===== src/rtl/alu_arb_pkg.sv =====
// Shared types and constants for the ALU arbiter slice.
//   state_e     : arbiter sequencing states
//   opcodes     : ALU opcode encodings (passed through to the ALU unchecked)
//   latencies   : ALU register latency and end-to-end response latency
package alu_arb_pkg;

    typedef enum logic [1:0] {
        IDLE = 2'd0,
        EXEC = 2'd1,
        CAPT = 2'd2
    } state_e;

    localparam logic [3:0] ADD  = 4'b0010;
    localparam logic [3:0] CBZ  = 4'b0111;
    localparam logic [3:0] SUB  = 4'b1010;
    localparam logic [3:0] AND  = 4'b0110;
    localparam logic [3:0] OR   = 4'b0100;
    localparam logic [3:0] XOR  = 4'b1001;
    localparam logic [3:0] NOR  = 4'b0101;
    localparam logic [3:0] NAND = 4'b1100;
    localparam logic [3:0] MOV  = 4'b1101;

    // ALU registers its result one edge after operands are presented.
    localparam int unsigned ALU_LATENCY = 1;
    // Handshake edge to rsp_valid cycle.
    localparam int unsigned RSP_LATENCY = 3;

endpackage


===== src/rtl/alu_arbiter_if.sv =====
// Bundle of requester, ALU and response signals around the ALU arbiter.
//   req_*  : per-requester valid/ready handshake and packed payloads
//   alu_*  : operands/opcode to the ALU, result/carry/zero back
//   rsp_*  : one-hot response pulse plus result, carry and zero flag
// Modports: master = requesters + ALU side, slave = the arbiter.
interface alu_arbiter_if #(
    parameter int unsigned NUM_REQ = 2,
    parameter int unsigned WIDTH   = 32,
    parameter int unsigned OP_W    = 4
);
    logic [NUM_REQ-1:0]       req_valid;
    logic [NUM_REQ-1:0]       req_ready;
    logic [NUM_REQ*OP_W-1:0]  req_opcode;
    logic [NUM_REQ*WIDTH-1:0] req_in_one;
    logic [NUM_REQ*WIDTH-1:0] req_in_two;

    logic [OP_W-1:0]          alu_opcode;
    logic [WIDTH-1:0]         alu_in_one;
    logic [WIDTH-1:0]         alu_in_two;
    logic [WIDTH-1:0]         alu_result;
    logic                     alu_carry;
    logic                     alu_zero;

    logic [NUM_REQ-1:0]       rsp_valid;
    logic [WIDTH-1:0]         rsp_result;
    logic                     rsp_carry;
    logic                     rsp_zero;

    modport master (
        output req_valid, req_opcode, req_in_one, req_in_two,
        output alu_result, alu_carry, alu_zero,
        input  req_ready, alu_opcode, alu_in_one, alu_in_two,
        input  rsp_valid, rsp_result, rsp_carry, rsp_zero
    );

    modport slave (
        input  req_valid, req_opcode, req_in_one, req_in_two,
        input  alu_result, alu_carry, alu_zero,
        output req_ready, alu_opcode, alu_in_one, alu_in_two,
        output rsp_valid, rsp_result, rsp_carry, rsp_zero
    );

endinterface


===== src/rtl/alu_arbiter_rr_arbiter.sv =====
// Request arbiter producing a one-hot grant.
// Build option ALU_ARB_FIXED_PRIO_EN: when defined, fixed priority (lowest
// index wins) with no pointer; otherwise round-robin starting at the
// requester after the last grantee.
//   clock, reset : clock and synchronous active-high reset
//   req_i        : request vector
//   en_i         : grant enable (arbiter idle and not in reset)
//   upd_i        : a grant was taken this cycle, advance the pointer
//   gnt_c_o      : combinational one-hot grant, zero when none
module rr_arbiter
    import alu_arb_pkg::*;
#(
    parameter int unsigned NUM_REQ = 2
) (
    input  logic               clock,
    input  logic               reset,
    input  logic [NUM_REQ-1:0] req_i,
    input  logic               en_i,
    input  logic               upd_i,
    output logic [NUM_REQ-1:0] gnt_c_o
);

`ifdef ALU_ARB_FIXED_PRIO_EN

    logic [NUM_REQ-1:0] gnt_c;
    logic               found_c;
    logic               unused_c;

    assign unused_c = ^{clock, reset, upd_i};

    // Lowest index wins.
    always_comb begin
        gnt_c   = '0;
        found_c = 1'b0;
        for (int k = 0; k < NUM_REQ; k++) begin
            if (en_i && !found_c && req_i[k]) begin
                gnt_c[k] = 1'b1;
                found_c  = 1'b1;
            end
        end
    end

    assign gnt_c_o = gnt_c;

`else

    localparam int unsigned PTR_W = (NUM_REQ > 1) ? $clog2(NUM_REQ) : 1;

    logic [PTR_W-1:0]   ptr_q;
    logic [PTR_W-1:0]   ptr_d;
    logic [NUM_REQ-1:0] gnt_c;
    logic [PTR_W:0]     sum_c;
    logic [PTR_W-1:0]   idx_c;
    logic               found_c;

    // Scan from ptr_q upward with wrap; first pending request wins and the
    // pointer is set to the requester after it.
    always_comb begin
        gnt_c   = '0;
        ptr_d   = ptr_q;
        sum_c   = '0;
        idx_c   = '0;
        found_c = 1'b0;
        for (int k = 0; k < NUM_REQ; k++) begin
            sum_c = {1'b0, ptr_q} + (PTR_W+1)'(k);
            if (sum_c >= (PTR_W+1)'(NUM_REQ)) begin
                sum_c = sum_c - (PTR_W+1)'(NUM_REQ);
            end
            idx_c = sum_c[PTR_W-1:0];
            if (en_i && !found_c && req_i[idx_c]) begin
                gnt_c[idx_c] = 1'b1;
                found_c      = 1'b1;
                ptr_d        = (idx_c == PTR_W'(NUM_REQ - 1)) ? '0 : idx_c + 1'b1;
            end
        end
        if (!upd_i) begin
            ptr_d = ptr_q;
        end
    end

    // Pointer register.
    always_ff @(posedge clock) begin
        if (reset) begin
            ptr_q <= '0;
        end else begin
            ptr_q <= ptr_d;
        end
    end

    assign gnt_c_o = gnt_c;

`endif

endmodule


===== src/rtl/alu_arbiter.sv =====
// Shares one clocked ALU between NUM_REQ requesters, one op in flight.
// Sequence: IDLE (grant, register operands) -> EXEC (ALU latches, capture
// zero flag) -> CAPT (register result/carry, pulse rsp_valid) -> IDLE.
// Build option ALU_ARB_FIXED_PRIO_EN selects fixed priority instead of
// round-robin inside rr_arbiter.
//   clock, reset : clock and synchronous active-high reset
//   bus          : alu_arbiter_if slave modport (requests, ALU, responses)
module alu_arbiter
    import alu_arb_pkg::*;
#(
    parameter int unsigned NUM_REQ = 2,
    parameter int unsigned WIDTH   = 32,
    parameter int unsigned OP_W    = 4
) (
    input  logic         clock,
    input  logic         reset,
    alu_arbiter_if.slave bus
);

    state_e             state_q, state_d;
    logic [NUM_REQ-1:0] owner_q, owner_d;
    logic [OP_W-1:0]    opc_q, opc_d;
    logic [WIDTH-1:0]   in_one_q, in_one_d;
    logic [WIDTH-1:0]   in_two_q, in_two_d;
    logic               zero_q, zero_d;
    logic [NUM_REQ-1:0] rsp_valid_q, rsp_valid_d;
    logic [WIDTH-1:0]   rsp_result_q, rsp_result_d;
    logic               rsp_carry_q, rsp_carry_d;
    logic               rsp_zero_q, rsp_zero_d;

    logic [NUM_REQ-1:0] gnt_c;
    logic               arb_en_c;
    logic [OP_W-1:0]    sel_opc_c;
    logic [WIDTH-1:0]   sel_one_c;
    logic [WIDTH-1:0]   sel_two_c;

    // Grants only while idle; reset suppresses a same-cycle grant.
    assign arb_en_c = (state_q == IDLE) && !reset;

    rr_arbiter #(
        .NUM_REQ (NUM_REQ)
    ) u_arb (
        .clock   (clock),
        .reset   (reset),
        .req_i   (bus.req_valid),
        .en_i    (arb_en_c),
        .upd_i   (|gnt_c),
        .gnt_c_o (gnt_c)
    );

    assign bus.req_ready = gnt_c;

    // One-hot AND-OR mux of the granted requester's payload.
    always_comb begin
        sel_opc_c = '0;
        sel_one_c = '0;
        sel_two_c = '0;
        for (int i = 0; i < NUM_REQ; i++) begin
            if (gnt_c[i]) begin
                sel_opc_c = sel_opc_c | bus.req_opcode[i*OP_W +: OP_W];
                sel_one_c = sel_one_c | bus.req_in_one[i*WIDTH +: WIDTH];
                sel_two_c = sel_two_c | bus.req_in_two[i*WIDTH +: WIDTH];
            end
        end
    end

    // Next-state and registered-output logic.
    always_comb begin
        state_d      = state_q;
        owner_d      = owner_q;
        opc_d        = opc_q;
        in_one_d     = in_one_q;
        in_two_d     = in_two_q;
        zero_d       = zero_q;
        rsp_valid_d  = '0;
        rsp_result_d = rsp_result_q;
        rsp_carry_d  = rsp_carry_q;
        rsp_zero_d   = rsp_zero_q;
        case (state_q)
            IDLE: begin
                if (|gnt_c) begin
                    opc_d    = sel_opc_c;
                    in_one_d = sel_one_c;
                    in_two_d = sel_two_c;
                    owner_d  = gnt_c;
                    state_d  = EXEC;
                end
            end
            EXEC: begin
                // alu_zero is combinational on the stable alu_in_two.
                zero_d  = bus.alu_zero;
                state_d = CAPT;
            end
            CAPT: begin
                // ALU operands still held, so its re-evaluation is a no-op.
                rsp_result_d = bus.alu_result;
                rsp_carry_d  = bus.alu_carry;
                rsp_zero_d   = zero_q;
                rsp_valid_d  = owner_q;
                opc_d        = '0;
                in_one_d     = '0;
                in_two_d     = '0;
                owner_d      = '0;
                state_d      = IDLE;
            end
            default: begin
                state_d = IDLE;
            end
        endcase
    end

    // State and output registers.
    always_ff @(posedge clock) begin
        if (reset) begin
            state_q      <= IDLE;
            owner_q      <= '0;
            opc_q        <= '0;
            in_one_q     <= '0;
            in_two_q     <= '0;
            zero_q       <= 1'b0;
            rsp_valid_q  <= '0;
            rsp_result_q <= '0;
            rsp_carry_q  <= 1'b0;
            rsp_zero_q   <= 1'b0;
        end else begin
            state_q      <= state_d;
            owner_q      <= owner_d;
            opc_q        <= opc_d;
            in_one_q     <= in_one_d;
            in_two_q     <= in_two_d;
            zero_q       <= zero_d;
            rsp_valid_q  <= rsp_valid_d;
            rsp_result_q <= rsp_result_d;
            rsp_carry_q  <= rsp_carry_d;
            rsp_zero_q   <= rsp_zero_d;
        end
    end

    assign bus.alu_opcode = opc_q;
    assign bus.alu_in_one = in_one_q;
    assign bus.alu_in_two = in_two_q;
    assign bus.rsp_valid  = rsp_valid_q;
    assign bus.rsp_result = rsp_result_q;
    assign bus.rsp_carry  = rsp_carry_q;
    assign bus.rsp_zero   = rsp_zero_q;

endmodule


===== src/flat_wrapper.sv =====
// flat-port wrapper written by rule: the top's interface ports become plain ports
module alu_arbiter_flat import alu_arb_pkg::*;
#(
    parameter int unsigned NUM_REQ = 2,
    parameter int unsigned WIDTH   = 32,
    parameter int unsigned OP_W    = 4
)
  (clock, reset, bus_req_valid, bus_req_opcode, bus_req_in_one, bus_req_in_two, bus_alu_result, bus_alu_carry, bus_alu_zero, bus_req_ready, bus_alu_opcode, bus_alu_in_one, bus_alu_in_two, bus_rsp_valid, bus_rsp_result, bus_rsp_carry, bus_rsp_zero);
  alu_arbiter_if #(.NUM_REQ(NUM_REQ), .WIDTH(WIDTH), .OP_W(OP_W)) bus_i ();
  input  logic clock;
  input  logic reset;
  input wire logic [$bits(bus_i.req_valid)-1:0] bus_req_valid;
  input wire logic [$bits(bus_i.req_opcode)-1:0] bus_req_opcode;
  input wire logic [$bits(bus_i.req_in_one)-1:0] bus_req_in_one;
  input wire logic [$bits(bus_i.req_in_two)-1:0] bus_req_in_two;
  input wire logic [$bits(bus_i.alu_result)-1:0] bus_alu_result;
  input wire logic [$bits(bus_i.alu_carry)-1:0] bus_alu_carry;
  input wire logic [$bits(bus_i.alu_zero)-1:0] bus_alu_zero;
  output wire logic [$bits(bus_i.req_ready)-1:0] bus_req_ready;
  output wire logic [$bits(bus_i.alu_opcode)-1:0] bus_alu_opcode;
  output wire logic [$bits(bus_i.alu_in_one)-1:0] bus_alu_in_one;
  output wire logic [$bits(bus_i.alu_in_two)-1:0] bus_alu_in_two;
  output wire logic [$bits(bus_i.rsp_valid)-1:0] bus_rsp_valid;
  output wire logic [$bits(bus_i.rsp_result)-1:0] bus_rsp_result;
  output wire logic [$bits(bus_i.rsp_carry)-1:0] bus_rsp_carry;
  output wire logic [$bits(bus_i.rsp_zero)-1:0] bus_rsp_zero;
  assign bus_i.req_valid = bus_req_valid;
  assign bus_i.req_opcode = bus_req_opcode;
  assign bus_i.req_in_one = bus_req_in_one;
  assign bus_i.req_in_two = bus_req_in_two;
  assign bus_i.alu_result = bus_alu_result;
  assign bus_i.alu_carry = bus_alu_carry;
  assign bus_i.alu_zero = bus_alu_zero;
  assign bus_req_ready = bus_i.req_ready;
  assign bus_alu_opcode = bus_i.alu_opcode;
  assign bus_alu_in_one = bus_i.alu_in_one;
  assign bus_alu_in_two = bus_i.alu_in_two;
  assign bus_rsp_valid = bus_i.rsp_valid;
  assign bus_rsp_result = bus_i.rsp_result;
  assign bus_rsp_carry = bus_i.rsp_carry;
  assign bus_rsp_zero = bus_i.rsp_zero;
  alu_arbiter #(.NUM_REQ(NUM_REQ), .WIDTH(WIDTH), .OP_W(OP_W)) u_core (.clock(clock), .reset(reset), .bus(bus_i));
endmodule

===== config.mk =====
export PLATFORM = sky130hd
export DESIGN_NAME = alu_arbiter_flat
export DESIGN_NICKNAME = d
export VERILOG_FILES = /design/src/rtl/alu_arb_pkg.sv /design/src/rtl/alu_arbiter_if.sv /design/src/rtl/alu_arbiter_rr_arbiter.sv /design/src/rtl/alu_arbiter.sv /design/src/flat_wrapper.sv
export SDC_FILE = /design/constraint.sdc
export NUM_CORES = 1
export LEC_CHECK = 0
export BUFFER_PORTS_ARGS = -buffer_cell sky130_fd_sc_hd__buf_4
export CAP_MARGIN = 20
export CORE_AREA = 2 2 109 111
export DETAILED_ROUTE_END_ITERATION = 16
export DIE_AREA = 0 0 111 113
export GPL_ROUTABILITY_DRIVEN = 0
export HOLD_SLACK_MARGIN = 0.08
export PLACE_DENSITY_LB_ADDON = 0.05
export SLEW_MARGIN = 10
export SYNTH_ARGS = -nofsm -noshare
export SYNTH_HDL_FRONTEND = slang
export SYNTH_SLANG_ARGS = --single-unit

===== constraint.sdc =====
create_clock -name clock -period 5.2 [get_ports clock]
set_clock_uncertainty 0.05 [all_clocks]
set_input_delay 0.52 -clock clock [delete_from_list [all_inputs] [get_ports clock]]
set_output_delay 0.52 -clock clock [all_outputs]
set_load 0.02 [all_outputs]

==> qor.yml, run 1 <==
crit_fanout: 70
crit_required_ps: 4630
max_clock_freq_mhz: 366
synth.avg_cell_area_um2: 10.0
yosys.area_share.adder_pct: 0
path_cells: "or3_2 -> buf_4 -> nor3b_1 -> buf_4"
yosysWarnings: 0
fp.dieW_um: 111
firstDrtPassIters: 4
via_count: 4261
slew_violations: 0
power.share.clock_pct: 32.6
cts_setup_buffers: 0
finalSetupTns_ps: 0
max_slew_margin_pct: 41.9
holdWs_ps: 326
worstPathArrival_ps: 2160
fin_crit_sh_pct: 52.6
antenna_left: 0
grt_usage_pct: 20.8
synth_top_area_share_pct: 52.8
p_switching_w: 0.000601
clockBufferDepth: 2
antenna_cells: 0
utilization_pct: 58.3
drive_above_1_share_pct: 45.7
power_frac_comb_pct: 21.6
via_per_inst: 5.23
worstMarginPinSlew_ps: 870
crit_top_cell: "buf_4"
overflow: 0
yosys.area_share.simple_pct: 16.1
numCtsBuffers: 9
clk_pin_slew_ps: 80
coreArea_um2: 11300
row_count: 39
grt_pass1_vias: 4162
synth_top_cell_by_area: "dfxtp_1"
max_cap_viol_count: 0
synthTopCellsByArea: "dfxtp_1 (53%), a221o_1 (16%), nor3_1 (8.2%), a22o_1 (7.1%), nand2_1 (6.1%)"
grt_pass1_wl_um: 21100
cpMaxStageDelayCell: "or3_2"
powerDensity_nw_per_um2: 315
synth_cell_types: 22
rsz0062_at_grt: "false"
setup_viol_count_final: 0
layout.nets: 841
io_buffers: 279
hp-class: "in2reg"
seq_area_frac_synth_pct: 52.8
clockRootBuffer: "clkbuf_16"
synthMuxAreaShare_pct: 0.240
grt_start_max_net_pins: 74
synth_compound_area_share_pct: 25.0
synth_cells: 416
antenna_found_initial: 0
yosys.area_share.xor_xnor_pct: 0
dpl.hpwl_um: 9540
max-vdd-ir-drop_v: 0.000177
drc: 0
top_level_ports: 280
wire_per_inst_um: 16.9
cts_sinks: 110
fillers: 1017
synth_fp_nets: 590
min_period_ps: 2730
place_ws_ps: 2250
internal-power_w: 0.00147
postCtsResizedCells: 0
crit_type: "reg2out"
cpPeakStageDelay_ps: 530
synthesis.area_um2: 4170
critPathCaptureType: "output pin"
status: "finished, final reports clean"
drtIter0Drc: 289
final.setup.worst_slack_ps: 2470
p_seq_share_pct: 45.8
hold_buffers: 0
initial_utilization_pct: 37.0
dieArea_um2: 12500
switching_share_pct: 29.1
die_y_um: 113
mostFrequentLayoutCell: "buf_4"
htreeDepth: 3
wl_um: 13800
final_cell_mix: "buf_4 (285), dfxtp_1 (110), nand2_1 (68), nor3_1 (68), a221o_1 (68)"
cts_tree: "done"
synth_top_family_by_area: "compound AO/OA/AOI/OAI gates"
start_kind: "register"
p_leak_nw: 3.09
worstSkewPairLatency_ps: 340
ys_ff_latch: 110
final-hold-violation-count: 0
syn2layout_area_growth_pct: 57.5
-- kinds of logic (layout without fill, tap and decap cells) --
logic type,count (synthesis),in the layout
and+or+nand+nor,149,149
DFF,110,110
muxes,1,1
buffers and inverters,47,303
AOI/OAI and AO/OA,109,109
-- per-stage QoR --
stage	total power, W	area [um^2]	std cells
after floorplan	0.00118	4170	416
after global placement	0.00141	6280	799
after detailed placement	0.00142	6280	799
after CTS	0.00209	6570	815
after global routing	0.00216	6570	815
final	0.00207	6570	815
-- routing by layer --
layer	global-route usage (%)	share of wire [%]	up-vias
met1	24.8	41	1970
met4	7.42	2.0	0
met5	0	0	-
met3	6.64	8.4	18
li1	-	-	2079
met2	35.5	49	194
-- worst max-delay path: cells and delay by family (launching register included) --
family / cells / cell delay (ps)
and+or+nand+nor: 2 / 870
buffers and inverters: 2 / 580
DFF: 1 / 360
-- registers in the layout, indices dropped and copies added, names as in the netlist, 2 cells and up --
signal,count
u_core.bus.alu_in_one,32
u_core.bus.alu_in_two,32
u_core.bus.rsp_result,32
u_core.bus.alu_opcode,4
u_core.bus.rsp_valid,2
u_core.owner_q,2
u_core.state_q,2
-- cell type report --
type | instances | area, um^2 | area share, %
Clock buffer | 9 | 225 | 3.43
Inverter | 2 | 7.51 | 0.114
Multi-Input combinational cell | 259 | 1750 | 26.6
Timing Repair Buffer | 285 | 2140 | 32.6
Clock inverter | 7 | 65.1 | 0.991
Tap cell | 143 | 179 | 2.72
Sequential cell | 110 | 2200 | 33.5
-- synthesized netlist by cell type --
master / count
a211oi_4: 1
a21o_1: 2
a311oi_1: 1
buf_2: 1
nor3b_1: 1
a22o_1: 34
nand2b_1: 1
a21oi_1: 2
inv_1: 2
mux2i_1: 1
and2_1: 2
nor2_1: 5
or3_1: 2
clkbuf_1: 35
nor2b_1: 1
a221o_1: 68
nor3b_2: 1
buf_6: 9
nand2_1: 68
nor3_1: 68
dfxtp_1: 110
a21oi_2: 1
-- final timing paths --
kind | start | end | slack (ps) | cells past startpoint
min reg2reg | u_core.owner_q[0]$_SDFFE_PP0P_ | u_core.owner_q[0]$_SDFFE_PP0P_ | 400 | 1
min | bus_alu_result[11] | u_core.bus.rsp_result[11]$_SDFFE_PP0P_ | 330 | 2
max reg2reg | u_core.state_q[1]$_SDFFE_PP0P_ | u_core.bus.alu_opcode[0]$_SDFFE_PP0P_ | 2820 | 4
max | u_core.state_q[1]$_SDFFE_PP0P_ | bus_req_ready[1] | 2470 | 4
-- power groups by stage --
stage               clock [W]  sequential, W  combinational (W)
floorplan                   0        0.00103           0.000151
global placement            0       0.000963           0.000446
detailed placement          0       0.000963           0.000452
CTS                  0.000692       0.000946           0.000451
global route         0.000724       0.000954           0.000478
finish               0.000674       0.000946           0.000447
(Power assumes the default switching activity.)
==> inputs of run 2 (changes only) <==
Settings changed: CORE_AREA 2 2 109 111 to unset, CORE_MARGIN set to 1.5, CORE_UTILIZATION set to 38, DIE_AREA 0 0 111 113 to unset.
Clock period 5.2 ns to 2.2 ns, I/O delays scaled along.
==> run 2 against run 1 <==
Effect of this change: worst setup slack got worse by 2300 ps; first-iteration DRC count did not move; utilization rose by 12 points; cell area rose by 16%; die area fell by 7.4%; critical path depth did not move; critical path type unchanged; largest power group unchanged.
==> qor.yml, run 2 (synthesis gave the netlist of run 1 again) <==
cts_tree: "done"  # unchanged
cpMaxStageDelayCell: "or3_4"  # was or3_2
status: "finished, final reports clean"  # unchanged
overflow: 0  # unchanged
fin_crit_sh_pct: 94.0
max_cap_viol_count: 0  # unchanged
critPathCaptureType: "output pin"  # unchanged
worstPathArrival_ps: 1800  # was 2160 ps
grt_pass1_vias: 4910  # was 4162
start_kind: "register"  # unchanged
path_cells: "or3_4 -> a211oi_4 -> buf_6 -> buf_4"  # was or3_2 -> buf_4 -> nor3b_1 -> buf_4
slew_violations: 0  # unchanged
crit_required_ps: 1930  # was 4630 ps
worstSkewPairLatency_ps: 350  # was 340 ps
cp_top_family: "simple AND/OR/NAND/NOR gates"  # unchanged
final_cell_area_um2: 7610  # was 6570 um^2
drive_above_1_share_pct: 40.0  # was 45.7%
rsz0062_at_grt: "false"  # unchanged
cts_sinks: 110  # unchanged
dieArea_um2: 11600  # was 12500 um^2
syn2layout_area_growth_pct: 82.5  # was 57.5%
min_period_ps: 2070
clockBufferDepth: 2  # unchanged
layout.nets: 954  # was 841
final_cell_mix: "buf_4 (291), dfxtp_1 (110), dlygate4sd3_1 (105)"  # was buf_4 (285), dfxtp_1 (110), nand2_1 (68), nor3_1 (68), a221o_1 (68)
initial_utilization_pct: 38.6  # was 37.0%
htreeDepth: 3  # unchanged
via_count: 4778  # was 4261
setup_viol_count_final: 0  # unchanged
mostFrequentLayoutCell: "buf_4"  # unchanged
top_level_ports: 280  # unchanged
max_clock_freq_mhz: 484
row_count: 38  # was 39
wl_um: 15200  # was 13800 um
grt_start_max_net_pins: 60  # was 74
io_buffers: 279  # unchanged
dpl_cell_area_um2: 6330  # was 6280 um^2
clk_pin_slew_ps: 120  # was 80 ps
final-hold-violation-count: 0  # unchanged
firstDrtPassIters: 5  # was 4
drtIter0Drc: 289  # unchanged
dpl.hpwl_um: 9560  # was 9540 um
finalSetupTns_ps: 0  # unchanged
p_leak_nw: 3.54  # was 3.09 nW
antenna_cells: 0  # unchanged
max-vdd-ir-drop_v: 0.000462  # was 0.000177 V
clockRootBuffer: "clkbuf_8"  # was clkbuf_16
crit_type: "reg2out"  # unchanged
crit_fanout: 14  # was 70
grt_pass1_wl_um: 23500  # was 21100 um
cpPeakStageDelay_ps: 440  # was 530 ps
powerDensity_nw_per_um2: 624  # was 315 nW/um^2
numCtsBuffers: 9  # unchanged
fillers: 819  # was 1017
wire_per_inst_um: 16.4  # was 16.9 um
antenna_found_initial: 0  # unchanged
coreArea_um2: 10800  # was 11300 um^2
die_y_um: 108  # was 113 um
max_slew_margin_pct: 54.9  # was 41.9%
grt_usage_pct: 25.4  # was 20.8%
worstMarginPinSlew_ps: 677  # was 870 ps
antenna_left: 0  # unchanged
hp-class: "in2reg"  # unchanged
worst-path-buf-inv: 2  # unchanged
fp.dieW_um: 108  # was 111 um
via_per_inst: 5.17  # was 5.23
drc: 0  # unchanged
run 2: changes by cell type in the layout (fill, tap and decap cells not counted):
| cell | before | now |
|---|---|---|
| buf_12 | 0 | 1 |
| buf_4 | 285 | 291 |
| buf_6 | 0 | 1 |
| bufinv_16 | 0 | 1 |
| clkbuf_1 | 0 | 1 |
| clkbuf_16 | 9 | 0 |
| clkbuf_8 | 0 | 9 |
| clkinv_4 | 2 | 0 |
| dlygate4sd3_1 | 0 | 105 |
| or3_2 | 1 | 0 |
| or3_4 | 0 | 1 |
run 2: worst paths after layout:
path / start / end / slack, ps / cells past startpoint
max: u_core.state_q[0]$_SDFFE_PP0P_ / bus_req_ready[0] / 130 / 4
min: bus_req_in_two[48] / u_core.bus.alu_in_two[16]$_SDFFE_PP0P_ / 180 / 4
max reg2reg: u_core.state_q[0]$_SDFFE_PP0P_ / u_core.bus.alu_in_two[8]$_SDFFE_PP0P_ / 360 / 4
min reg2reg: u_core.owner_q[1]$_SDFFE_PP0P_ / u_core.owner_q[1]$_SDFFE_PP0P_ / 400 / 1
run 2: area by class of cell:
type | instances | area [um^2] | area share [%]
Tap cell | 140 | 175 | 2.30
Clock inverter | 6 | 77.6 | 1.02
Timing Repair Buffer | 398 | 3270 | 42.9
Sequential cell | 110 | 2200 | 28.9
Clock buffer | 10 | 128 | 1.68
Multi-Input combinational cell | 259 | 1750 | 23.0
Inverter | 2 | 7.51 | 0.0987
run 2: power breakdown:
group | total [W] | switching (W) | internal, W
sequential | 0.00224 | 0.0000937 | 0.00214
clock | 0.00127 | 0.000712 | 0.000553
combinational | 0.00125 | 0.000583 | 0.000664
run 2: stage by stage:
stage / cells / power [W] / setup WS (ps) / hold WS, ps / utilization [%]
4_1_cts: 923 / 0.00479 / 11.5 / 166 / 70.3
3_5_place_dp: 802 / 0.00336 / 190 / 381 / 58.7
5_1_grt: 925 / 0.00497 / 44.8 / 177 / 70.5
3_3_place_gp: 802 / 0.00335 / 241 / 376 / 58.7
6_report: 925 / 0.00475 / 132 / 178 / 70.5
2_1_floorplan: 416 / 0.00280 / 309 / 291 / -
run 2: timing repair:
item | CTS | global route
setup endpoints to repair | 1 | 1
pin swaps | 0 | 1
setup buffers | 0 | 2
endpoints found under the hold margin | 105 | 0
resized for setup | 1 | 1
hold buffers | 105 | 0
run 2: routing by layer:
metal,vias up,wire [um],track usage (%)
met5,-,0,0
met4,0,383,10.3
met3,32,1170,5.87
met2,214,7600,45.1
met1,2227,6030,29.2
li1,2305,-,-
run 2: worst min-delay path, delay by kind of cell:
family,cells,cell delay [ps]
AND/OR/NAND/NOR,2,160
buffers and inverters,1,80
AO/OA/AOI/OAI,1,120
==> inputs of run 3 (changes only) <==
Settings changed: SYNTH_HIERARCHICAL set to 1.
==> run 3 against run 2 <==
Effect of this change: register-to-register slack got worse by 190 ps; count of clock-buffer cells in the layout unchanged; sequential power decreased by 6%; clock power increased by 24%; die area increased by 6.1%; utilization decreased by 7.4 points; flip-flop and latch count unchanged; largest power group unchanged.
==> qor.yml, run 3 <==
cpMaxStageDelayCell: "dfxtp_1"  # was or3_4
crit_type: "reg2out"  # unchanged
ys_ff_latch: 110  # unchanged
fp.dieW_um: 111  # was 108 um
synth_enable_flop_cells: 0  # unchanged
synth_cells: 430  # was 416
place_ws_ps: 70.2  # was 190 ps
top_level_ports: 280  # unchanged
initial_utilization_pct: 38.8  # was 38.6%
slew_violations: 0  # unchanged
synth.avg_cell_area_um2: 10.3  # was 10.0 um^2
hp-class: "in2reg"  # unchanged
final-hold-violation-count: 0  # unchanged
row_count: 39  # was 38
yosysWarnings: 6  # was 0
hold_path_end: "u_core/bus.rsp_result[8]$_SDFFE_PP0P_"  # was u_core.bus.alu_in_two[16]$_SDFFE_PP0P_
dieArea_um2: 12300  # was 11600 um^2
cts_setup_buffers: 0  # unchanged
synthesis.area_um2: 4430  # was 4170 um^2
critPathCaptureType: "output pin"  # unchanged
synth_fp_nets: 604  # was 590
clockRootBuffer: "clkbuf_16"  # was clkbuf_8
fin_crit_sh_pct: 95.4  # was 94.0%
reg2regPathDepth: 7  # was 4
powerDensity_nw_per_um2: 631  # was 624 nW/um^2
crit_required_ps: 1930  # about the same
seq_area_frac_synth_pct: 49.7  # was 52.8%
worstPathArrival_ps: 1830  # was 1800 ps
async_flop_share_pct: 0  # unchanged
mostFrequentLayoutCell: "buf_4"  # unchanged
dpl.hpwl_um: 9400  # was 9560 um
drtIter0Drc: 294  # was 289
synth_top_area_share_pct: 49.7  # was 52.8%
drive_above_1_share_pct: 49.2  # was 40.0%
cts_sinks: 110  # unchanged
die_y_um: 111  # was 108 um
path_cells: "nor3_4 -> nand2_1 -> a21oi_4 -> buf_12 -> buf_4"  # was or3_4 -> a211oi_4 -> buf_6 -> buf_4
max-vdd-ir-drop_v: 0.000456  # was 0.000462 V
grt_usage_pct: 21.4  # was 25.4%
wire_per_inst_um: 15.4  # was 16.4 um
max_cap_viol_count: 0  # unchanged
rsz0062_at_grt: "false"  # unchanged
yosysMostFrequentCell: "dfxtp_1"  # unchanged
antenna_found_initial: 0  # unchanged
start_kind: "register"  # unchanged
via_per_inst: 5.04  # was 5.17
ys.flop_type: "dfxtp_1"  # unchanged
syn2layout_area_growth_pct: 62.6  # was 82.5%
htreeDepth: 3  # unchanged
worstHoldPathCells: 3  # was 4
regToRegSetupSlack_ps: 170  # was 360 ps
setup_viol_count_final: 0  # unchanged
final.setup.worst_slack_ps: 101  # was 132 ps
worstReg2RegEnd: "u_core/bus.alu_in_two[12]$_SDFFE_PP0P_"  # was u_core.bus.alu_in_two[8]$_SDFFE_PP0P_
grt_pass1_wl_um: 21400  # was 23500 um
coreArea_um2: 11400  # was 10800 um^2
antenna_cells: 0  # unchanged
finalSetupTns_ps: 0  # unchanged
synthTopCellsByArea: "dfxtp_1 (50%), o2bb2ai_2 (14%), a22oi_1 (11%), nand2_1 (6.2%), o2bb2ai_1 (5.1%)"  # was dfxtp_1 (53%), a221o_1 (16%), nor3_1 (8.2%), a22o_1 (7.1%), nand2_1 (6.1%)
synth_top_cell_by_area: "dfxtp_1"  # unchanged
numCtsBuffers: 9  # unchanged
p_leak_nw: 3.02  # was 3.54 nW
clockBufferDepth: 2  # unchanged
clk_pin_slew_ps: 70  # was 120 ps
worstSkewPairLatency_ps: 330  # was 350 ps
via_count: 4336  # was 4778
worstMarginPinSlew_ps: 520  # was 677 ps
io_buffers: 279  # unchanged
layout.nets: 888  # was 954
status: "finished, final reports clean"  # unchanged
drc: 0  # unchanged
dpl_cell_area_um2: 6640  # was 6330 um^2
grt_pass1_vias: 4335  # was 4910
cp_top_family: "buffers and inverters"  # was simple AND/OR/NAND/NOR gates
min_period_ps: 2100  # was 2070 ps
antenna_left: 0  # unchanged
synth_cell_types: 29  # was 22
crit_fanout: 74  # was 14
worst-path-buf-inv: 2  # unchanged
overflow: 0  # unchanged
final_cell_area_um2: 7210  # was 7610 um^2
synth_common_cells: "dfxtp_1 (110), nand2_1 (73), a22oi_1 (66)"  # was dfxtp_1 (110), a221o_1 (68), nand2_1 (68), nor3_1 (68), clkbuf_1 (35)
firstDrtPassIters: 4  # was 5
cpPeakStageDelay_ps: 330  # was 440 ps
max_clock_freq_mhz: 476  # was 484 MHz
hp-start: "bus_alu_result[8]"  # was bus_req_in_two[48]
cts_tree: "done"  # unchanged
grt_start_max_net_pins: 75  # was 60
r2r_start: "u_core/state_q[0]$_SDFFE_PP0P_"  # was u_core.state_q[0]$_SDFFE_PP0P_
wl_um: 13300  # was 15200 um
max_slew_margin_pct: 65.3  # was 54.9%
final_cell_mix: "buf_4 (287), dfxtp_1 (110), nand2_1 (73), a22oi_1 (66), o2bb2ai_2 (40)"  # was buf_4 (291), dfxtp_1 (110), dlygate4sd3_1 (105)
[run 3: changes by cell type after synthesis, moves of 15 or more]
| cell | change |
|---|---|
| a21oi_1 | +37 |
| a221o_1 | -68 |
| nor3_1 | -67 |
| o2bb2ai_2 | +40 |
| a22oi_1 | +66 |
| a22o_1 | -32 |
| clkbuf_1 | -15 |
| o2bb2ai_1 | +26 |
[run 3: worst max path at each step]
stage               slack [ps]                            from  depth (start not counted)                                     end
floorplan                   50  u_core/state_q[1]$_SDFFE_PP0P_                         10         u_core/u_arb/ptr_q$_SDFFE_PP0P_
global placement           190  u_core/state_q[1]$_SDFFE_PP0P_                          7  u_core/bus.alu_in_one[11]$_SDFFE_PP0P_
detailed placement          70  u_core/state_q[1]$_SDFFE_PP0P_                          7  u_core/bus.alu_in_one[31]$_SDFFE_PP0P_
CTS                         80  u_core/state_q[1]$_SDFFE_PP0P_                          5                        bus_req_ready[1]
global route                10  u_core/state_q[1]$_SDFFE_PP0P_                          5                        bus_req_ready[0]
finish                     100  u_core/state_q[1]$_SDFFE_PP0P_                          5                        bus_req_ready[1]
[run 3: report_power, final]
group          internal [W]  switching [W]
clock              0.000900       0.000680
sequential          0.00206      0.0000437
combinational      0.000441       0.000424
total               0.00340        0.00115
[run 3: cells by family after synthesis]
group / synth area share, %
simple gates: 8.19
compound gates: 36.3
flops: 49.7
buf+inv: 5.82
[run 3: worst register-to-register path: stages, from the launching register on]
cell,delay (ps)
dfxtp_1,380
nor3_4,80
nand2_1,110
a21oi_4,50
or3_1,400
a21oi_4,480
buf_4,300
o2bb2ai_2,120
[run 3: metal layers]
metal	part of all wire, %	vias up	track usage (%)
li1	-	2156	-
met1	40	1969	24.7
met2	51	185	38.4
met3	6.7	26	5.14
met4	2.3	0	8.03
met5	0	-	0
[run 3: repair_timing]
item,4_1_cts,5_1_grt
hold buffers,26,1
endpoints found under the setup margin,2,0
resized for setup,1,0
hold endpoints to repair,26,1
[run 3: area by class of cell]
type	count	area, um^2
clock buffers	10	239
inverters	4	15.0
repair buffers	318	2500
multi-input cells	271	2020
flip-flops and latches	110	2200
well taps	143	179
fillers	924	4210
clock inverters	5	50.0
[run 3: stage by stage]
| stage | instances | utilization, % | power, W | hold slack [ps] |
|---|---|---|---|---|
| after global placement | 819 | 58.2 | 0.00296 | 388 |
| final | 861 | 63.1 | 0.00455 | 85.4 |
| after detailed placement | 819 | 58.2 | 0.00297 | 395 |
| after floorplan | 430 | - | 0.00255 | 306 |
| after global routing | 861 | 63.1 | 0.00474 | 85.3 |
| after CTS | 860 | 63.0 | 0.00458 | 80.6 |
